--- src/rtl/rst_seq16.sv ---
`default_nettype none
// ============================================================================
// Module   : rst_seq16
// Purpose  : Reset release sequencer for the 16-domain reset synchronizer
//            bank. Holds all domains, releases enabled domains one at a time
//            in index order with a programmable gap, then services per-domain
//            soft-reset pulse requests.
// Revision : 1.0 - initial release
// ============================================================================
module rst_seq16 #(
    parameter int HOLD_CYC  = 16,   // cycles all domains held before first release (1..65535)
    parameter int PULSE_CYC = 8     // soft-reset pulse length in cycles (1..255)
) (
    input  logic        clk,
    input  logic        rst,
    input  logic        start,
    input  logic [15:0] en,
    input  logic [7:0]  gap,
    input  logic [15:0] swrst,
    output logic [15:0] rstmsk,
    output logic        busy,
    output logic        done,
    output logic [3:0]  cur_dom
);

    localparam logic [15:0] c_HOLD_LAST  = 16'(HOLD_CYC - 1);
    localparam logic [15:0] c_PULSE_LAST = 16'(PULSE_CYC - 1);
    localparam logic [3:0]  c_LAST_IDX   = 4'd15;

    typedef enum logic [2:0] {
        S_IDLE  = 3'd0,
        S_HOLD  = 3'd1,
        S_SCAN  = 3'd2,
        S_GAP   = 3'd3,
        S_DONE  = 3'd4,
        S_PULSE = 3'd5
    } state_t;

    state_t      r_state,     w_state;
    logic [15:0] r_cnt,       w_cnt;
    logic [3:0]  r_idx,       w_idx;
    logic [15:0] r_en_q,      w_en_q;
    logic [7:0]  r_gap_q,     w_gap_q;
    logic [15:0] r_pending,   w_pending;
    logic [15:0] r_pulse_set, w_pulse_set;
    logic [15:0] r_rstmsk,    w_rstmsk;
    logic        r_busy,      w_busy;
    logic        r_done,      w_done;
    logic [3:0]  r_cur_dom,   w_cur_dom;

    // Only requests for participating domains are ever captured.
    logic [15:0] w_swrst_ok;
    assign w_swrst_ok = swrst & r_en_q;

    // State register plus registered copies of every output.
    always_ff @(posedge clk) begin
        if (rst) begin
            r_state     <= S_IDLE;
            r_cnt       <= 16'd0;
            r_idx       <= 4'd0;
            r_en_q      <= 16'd0;
            r_gap_q     <= 8'd0;
            r_pending   <= 16'd0;
            r_pulse_set <= 16'd0;
            r_rstmsk    <= 16'hFFFF;
            r_busy      <= 1'b0;
            r_done      <= 1'b0;
            r_cur_dom   <= 4'd0;
        end else begin
            r_state     <= w_state;
            r_cnt       <= w_cnt;
            r_idx       <= w_idx;
            r_en_q      <= w_en_q;
            r_gap_q     <= w_gap_q;
            r_pending   <= w_pending;
            r_pulse_set <= w_pulse_set;
            r_rstmsk    <= w_rstmsk;
            r_busy      <= w_busy;
            r_done      <= w_done;
            r_cur_dom   <= w_cur_dom;
        end
    end

    // Next-state, datapath and next-output computation.
    always_comb begin
        w_state     = r_state;
        w_cnt       = r_cnt;
        w_idx       = r_idx;
        w_en_q      = r_en_q;
        w_gap_q     = r_gap_q;
        w_pending   = r_pending;
        w_pulse_set = r_pulse_set;
        w_rstmsk    = r_rstmsk;

        case (r_state)
            S_IDLE: begin
                w_rstmsk = 16'hFFFF;
                if (start) begin
                    w_state = S_HOLD;
                    w_cnt   = 16'd0;
                    w_en_q  = en;
                    w_gap_q = gap;
                end
            end

            S_HOLD: begin
                if (r_cnt == c_HOLD_LAST) begin
                    w_state = S_SCAN;
                    w_idx   = 4'd0;
                    w_cnt   = 16'd0;
                end else begin
                    w_cnt = r_cnt + 16'd1;
                end
            end

            S_SCAN: begin
                if (r_en_q[r_idx]) begin
                    w_rstmsk[r_idx] = 1'b0;
                end
                if (r_idx == c_LAST_IDX) begin
                    w_state = S_DONE;
                end else if (r_en_q[r_idx] && (r_gap_q != 8'd0)) begin
                    // Gap only follows an actual release, never a skipped domain.
                    w_state = S_GAP;
                    w_cnt   = 16'd0;
                end else begin
                    w_idx = r_idx + 4'd1;
                end
            end

            S_GAP: begin
                if (r_cnt == ({8'd0, r_gap_q} - 16'd1)) begin
                    w_state = S_SCAN;
                    w_idx   = r_idx + 4'd1;
                    w_cnt   = 16'd0;
                end else begin
                    w_cnt = r_cnt + 16'd1;
                end
            end

            S_DONE: begin
                if (start) begin
                    // A restart discards any queued soft resets.
                    w_state   = S_HOLD;
                    w_cnt     = 16'd0;
                    w_en_q    = en;
                    w_gap_q   = gap;
                    w_rstmsk  = 16'hFFFF;
                    w_pending = 16'd0;
                end else if (r_pending != 16'd0) begin
                    // Snapshot the queue; requests arriving now wait for the next pulse.
                    w_state     = S_PULSE;
                    w_cnt       = 16'd0;
                    w_pulse_set = r_pending;
                    w_rstmsk    = r_rstmsk | r_pending;
                    w_pending   = w_swrst_ok;
                end else begin
                    w_pending = r_pending | w_swrst_ok;
                end
            end

            S_PULSE: begin
                w_pending = r_pending | w_swrst_ok;
                if (r_cnt == c_PULSE_LAST) begin
                    w_state     = S_DONE;
                    w_rstmsk    = r_rstmsk & ~r_pulse_set;
                    w_pulse_set = 16'd0;
                    w_cnt       = 16'd0;
                end else begin
                    w_cnt = r_cnt + 16'd1;
                end
            end

            default: begin
                w_state  = S_IDLE;
                w_rstmsk = 16'hFFFF;
            end
        endcase

        w_busy    = (w_state == S_HOLD) || (w_state == S_SCAN) ||
                    (w_state == S_GAP)  || (w_state == S_PULSE);
        w_done    = (w_state == S_DONE);
        w_cur_dom = ((w_state == S_SCAN) || (w_state == S_GAP)) ? w_idx : 4'd0;
    end

    assign rstmsk  = r_rstmsk;
    assign busy    = r_busy;
    assign done    = r_done;
    assign cur_dom = r_cur_dom;

endmodule
`default_nettype wire

--- config.mk ---
export PLATFORM = sky130hd
export DESIGN_NAME = rst_seq16
export DESIGN_NICKNAME = d
export VERILOG_FILES = /design/src/rtl/rst_seq16.sv
export SDC_FILE = /design/constraint.sdc
export NUM_CORES = 1
export LEC_CHECK = 0
export CORE_ASPECT_RATIO = 1.4
export CORE_MARGIN = 2
export CORE_UTILIZATION = 50
export DETAILED_ROUTE_END_ITERATION = 8
export PLACE_DENSITY = 0.82
export SLEW_MARGIN = 25
export SYNTH_ARGS = -nofsm -noshare
export SYNTH_HDL_FRONTEND = slang
export SYNTH_SLANG_ARGS = --single-unit
--- constraint.sdc ---
create_clock -name clk -period 2.65 [get_ports clk]
set_clock_uncertainty 0.1 [all_clocks]
set_input_delay 0.53 -clock clk [delete_from_list [all_inputs] [get_ports clk]]
set_output_delay 0.53 -clock clk [all_outputs]
set_load 0.05 [all_outputs]
======== Word-level counts from Yosys, hierarchy flattened ========
Index checks and enable logic that the tools add are counted.
cells by class
  add/subtract/negate cells ............... 3
  equality and inequality tests ........... 22
  reductions and logical operators ........ 18
  magnitude comparators ................... 2
  bitwise logic cells ..................... 9
  muxes and demuxes ....................... 39
operators with widths
  operator                                           number
  two-way mux 16 bit                                 17
  one-hot mux 16 bit (6 select lines)                1
  one-hot mux 16 bit (2 select lines)                2
  one-hot mux 16 bit (4 select lines)                1
  AND 16 bit                                         3
  NOT 16 bit                                         2
  bitwise OR 16 bit                                  2
  two-way mux 3 bit                                  8
  one-hot mux 3 bit (6 select lines)                 1
  adder 16 x 1 -> 16 bit (second input constant)     1
  == test 16 bit                                     1
  == test 16 x 3 -> 1 bit (second input constant)    1
  == test 16 x 4 -> 1 bit (second input constant)    1
  two-way mux 4 bit                                  4
  nonzero test 16 bit                                1
  != test 2 bit (second input constant)              7
  == test 3 x 2 -> 1 bit (second input constant)     4
  == test 3 bit (second input constant)              4
  one-hot mux 4 bit (3 select lines)                 1
  subtractor 8 x 1 -> 9 bit (second input constant)  1
  AND reduction 4 bit                                2
  nonzero test 8 bit                                 1
  == test 3 x 1 -> 1 bit (second input constant)     2
  nonzero test 6 bit                                 1
  16 further kinds                                   24
word-level totals
  output and inout bits ................... 22
  input bits .............................. 43
  logic and storage cells ................. 104
  flip-flop bits (word level) ............. 101

======== Depth between registers and ports, before layout ========
  depth after elaboration ................. 10
  mapped depth ............................ 11
  depth with buffers taken out ............ 9

======== Worst setup path before layout ========
OpenSTA, ideal clock, no wires.
  path kind ............................... reg-to-reg
  start point ............................. register r_gap_q[0]
  end point ............................... register r_idx[3]
  setup slack ............................. 9 ps
  required time ........................... 2471 ps
  cell stages (with the launch flop) ...... 11
  clock period less this slack ............ 2641 ps
  setup time .............................. 79 ps
  arrival time ............................ 2462 ps
  buffers on the path ..................... 1
  cell sequence ........................... dfxtp_1 inv_1 ha_1 buf_6 o21ba_1 a221oi_1 a41oi_1 nor4_4 a31oi_4 or4_1 o211ai_1
on the way
  longest elaborated chain between the ends .. 5
  elaborated cells on any way between the ends .. 8
  those cells by class .................... add/sub: 1; eq/ne: 1; mux: 4; reduce/logical: 2
ends and longest elaborated chain
  element                                                            RTL line  text
  start, declared                                                    43        logic [7:0] r_gap_q, w_gap_q;
  start signal, assigned                                             74        r_gap_q <= w_gap_q;
  branches (longest 4 deep; another with subtractor 8 x 1 -> 9 bit)  --
  one-hot mux 4 bit (3 select lines) (*)                             95        case (r_state)
  end signal, assigned                                               72        r_idx <= w_idx;
  end, declared                                                      41        logic [3:0] r_idx, w_idx;
Mark *: on every way between the ends.
A chain may end at the register's enable or synchronous reset.

======== Worst setup path after layout ========
Ends and elaborated chain as after synthesis.

==> impl_metrics.json <==
{
  "fin_worst_hold_slack_ns": 0.353,
  "worst_hold_path_type": "reg2reg",
  "crit_family": "compound AO/OA/AOI/OAI gates",
  "max_slew_margin": 0.603,
  "port-buffer-count": 64,
  "worstPathArrival_ns": 2.72,
  "die_width_um": 88.5,
  "sequential_to_total_area_share_from_yosys_stat": 0.405,
  "num-nets-final": 751,
  "yosys.cell_count.top_type": "sky130_fd_sc_hd__nand2_1",
  "grt_max_degree": 33,
  "cts_tree": "built",
  "grt_pass1_vias": 4939,
  "hold_buffers": 0,
  "synth.yosys.warnings": 0,
  "clock-sinks": 101,
  "async_reset_ff_frac": 0,
  "synthDominantAreaCellType": "sky130_fd_sc_hd__dfxtp_1",
  "clock_root_buffer": "sky130_fd_sc_hd__clkbuf_16",
  "track_usage": 0.281,
  "maximum_capacitance_violations": 0,
  "outcome": "finished, final reports clean",
  "timing_worst_slew_pin_value_ns": 0.596,
  "static-leakage-power_nw": 2.18,
  "post_synthesis_cell_area_um2": 5000,
  "crit_buf_inv": 2,
  "synth_ff_type": "sky130_fd_sc_hd__dfxtp_1",
  "drt_wl_total_um": 14600,
  "crit_required_ns": 2.82,
  "critPathMaxStageDelay_ns": 0.51,
  "critical_path.endpoint_type": "flip-flop",
  "cts.reportedPaths.clkPinSlew_ns": 0.07,
  "first_pass_grt_wire_length_um": 23700,
  "cts.path.max_buffers": 2,
  "insertedDiodeCount": 0,
  "post-dp-hpwl_um": 10600,
  "fp-row-count": 43,
  "post_synthesis_average_cell_area_um2": 8.03,
  "number_of_distinct_standard_cells_referenced_by_the_synthesized_netlist": 60,
  "drcViolationCount": 0,
  "average_routed_wire_per_standard_cell_um": 17.3,
  "finalCriticalPeriod_ns": 2.55,
  "final_core_util": 0.642,
  "vdd.ir_drop.worst_mv": 0.353,
  "synth-seq-cells": 101,
  "layout-drive-gt1-share": 0.120,
  "timing_worst_setup_path_type": "reg2reg",
  "critical_path.most_common_cell": "sky130_fd_sc_hd__a211oi_2",
  "synthesis.nets": 671,
  "ys_top_cells_by_count": "sky130_fd_sc_hd__nand2_1, sky130_fd_sc_hd__dfxtp_1, sky130_fd_sc_hd__a21oi_1",
  "timing_hold_violations_final": 0,
  "worstSetupStartpointType": "flip-flop",
  "count_of_pins_on_the_block_boundary": 65,
  "crit_fanout": 6,
  "clock.fmax_mhz": 391,
  "critical_path.cell_chain": "inv_1 > ha_2 > buf_4 > o21bai_1 > a211oi_2 > a211oi_2 > o22ai_2 > a31oi_4 > or4_1 > o211ai_1",
  "fin_tns_setup_ns": 0,
  "setup_viol_count_final": 0,
  "fp.dieArea_um2": 10800,
  "viasPerCell": 6.10,
  "setup_slack_of_the_most_critical_reg_to_reg_path_ns": 0.1,
  "initial_antenna_violation_count": 0,
  "post-route-period-util": 0.964,
  "synth_area_leaders": "sky130_fd_sc_hd__dfxtp_1, sky130_fd_sc_hd__nand2_1, sky130_fd_sc_hd__a21oi_1",
  "synth_enable_flop_cells": 0,
  "gpl.final_weighted_congestion": 0.895,
  "drt-initial-drc-count": 441,
  "die_y_um": 122,
  "rsz_0062_raised_after_global_routing": "no",
  "via_count": 5140,
  "cellPowerDensity_nw_per_um2": 553,
  "ant_nets": 0,
  "h_tree_depth_reported_by_cts": 3,
  "syn2layout_area_growth_pct": 26.5,
  "share_of_yosys_cell_area_claimed_by_the_top_area_cell_type": 0.405,
  "critical-path-slowest-cell": "sky130_fd_sc_hd__or4_1",
  "detail_route.first_pass.iterations": 5,
  "placeableCoreArea_um2": 9850,
  "globalRoute.totalOverflow": 0,
  "worstSkewPairLatency_ns": 0.35,
  "report.power.total_mw": 3.50,
  "tritoncts.num_buffers": 9,
  "syn-instance-count": 622,
  "drv_slew": 0,
  "initial_standard_cell_utilization_of_the_core": 0.507
}
==> state kept, by name, summed over array words and instances (netlist names), 4 cells and up <==
signal / flops
cur_dom: 4
r_cnt: 16
r_en_q: 16
r_gap_q: 8
r_idx: 4
r_pending: 16
r_pulse_set: 16
rstmsk: 16
==> worst reg2reg max path, cell delays in order (launching register included) <==
cell                       delay [ns]
sky130_fd_sc_hd__dfxtp_1         0.34
sky130_fd_sc_hd__inv_1           0.05
sky130_fd_sc_hd__ha_2            0.20
sky130_fd_sc_hd__buf_4           0.16
sky130_fd_sc_hd__o21bai_1        0.17
sky130_fd_sc_hd__a211oi_2        0.26
sky130_fd_sc_hd__a211oi_2        0.07
sky130_fd_sc_hd__o22ai_2         0.35
sky130_fd_sc_hd__a31oi_4         0.14
sky130_fd_sc_hd__or4_1           0.51
sky130_fd_sc_hd__o211ai_1        0.12
==> cells in the final DEF, fill, tap and decap left out, drive strengths merged, types with 9 or more instances in the layout <==
cell	instances
buf	47
nor2	32
nand3	34
xnor2	14
nor4	12
clkdlybuf4s50	63
nor3	21
o21ai	24
a21oi	68
o211ai	34
nand2	130
clkbuf	9
inv	13
a221o	16
dfxtp	101
==> timing repair <==
action                     4_1_cts  5_1_grt
setup buffers                    0        2
setup endpoints to repair        0       25
resized for setup                0        5
==> layout make-up <==
class / instances / area, um2
Sequential cell: 101 / 2020
Tap cell: 135 / 169
Multi-Input combinational cell: 469 / 2770
Fill cell: 827 / 3520
Timing Repair Buffer: 110 / 993
Clock buffer: 9 / 225
Inverter: 11 / 41.3
Clock inverter: 7 / 97.6
==> where the power goes <==
part | total, mW | switching [mW] | internal (mW)
registers | 1.60 | 0.0444 | 1.56
clock network | 1.43 | 0.600 | 0.833
logic | 0.461 | 0.253 | 0.208
==> kinds of logic (layout without fill, tap and decap cells) <==
| logic type | after synthesis | after routing | synth area share |
|---|---|---|---|
| xor+xnor | 21 | 21 | 0.0368 |
| flops | 101 | 101 | 0.405 |
| mux | 5 | 5 | 0.0200 |
| simple gates | 266 | 266 | 0.249 |
| buf+inv | 52 | 137 | 0.0456 |
| compound gates | 171 | 171 | 0.229 |
| fa+ha+maj | 6 | 6 | 0.0150 |
==> metrics by stage <==
step                area (um2)  cells  setup WS [ns]
floorplan                 5000    622        0.00886
global placement          5960    824          0.168
detailed placement        5960    824         0.0456
CTS                       6280    840         0.0331
global route              6320    842         0.0172
finish                    6320    842         0.0957
==> routing by layer <==
metal  GRT usage  wire length [um]  vias to the layer above  part of all wire
met3      0.0518               885                       52             0.061
li1            -                 -                     2407                 -
met5           0                 0                        -                 0
met4       0.166               682                        0             0.047
met1       0.303              5220                     2430              0.36
met2       0.499              7780                      251              0.53
==> worst paths after layout <==
check / from / endpoint / cells after the start
setup / recovery: r_gap_q[0] / r_idx[3] / 10
hold / removal: r_pulse_set[3] / r_pulse_set[3] / 2
setup reg to reg: r_gap_q[0] / r_idx[3] / 10
hold reg to reg: r_pulse_set[3] / r_pulse_set[3] / 2
No activity file was read; power rests on OpenSTA's default activity.
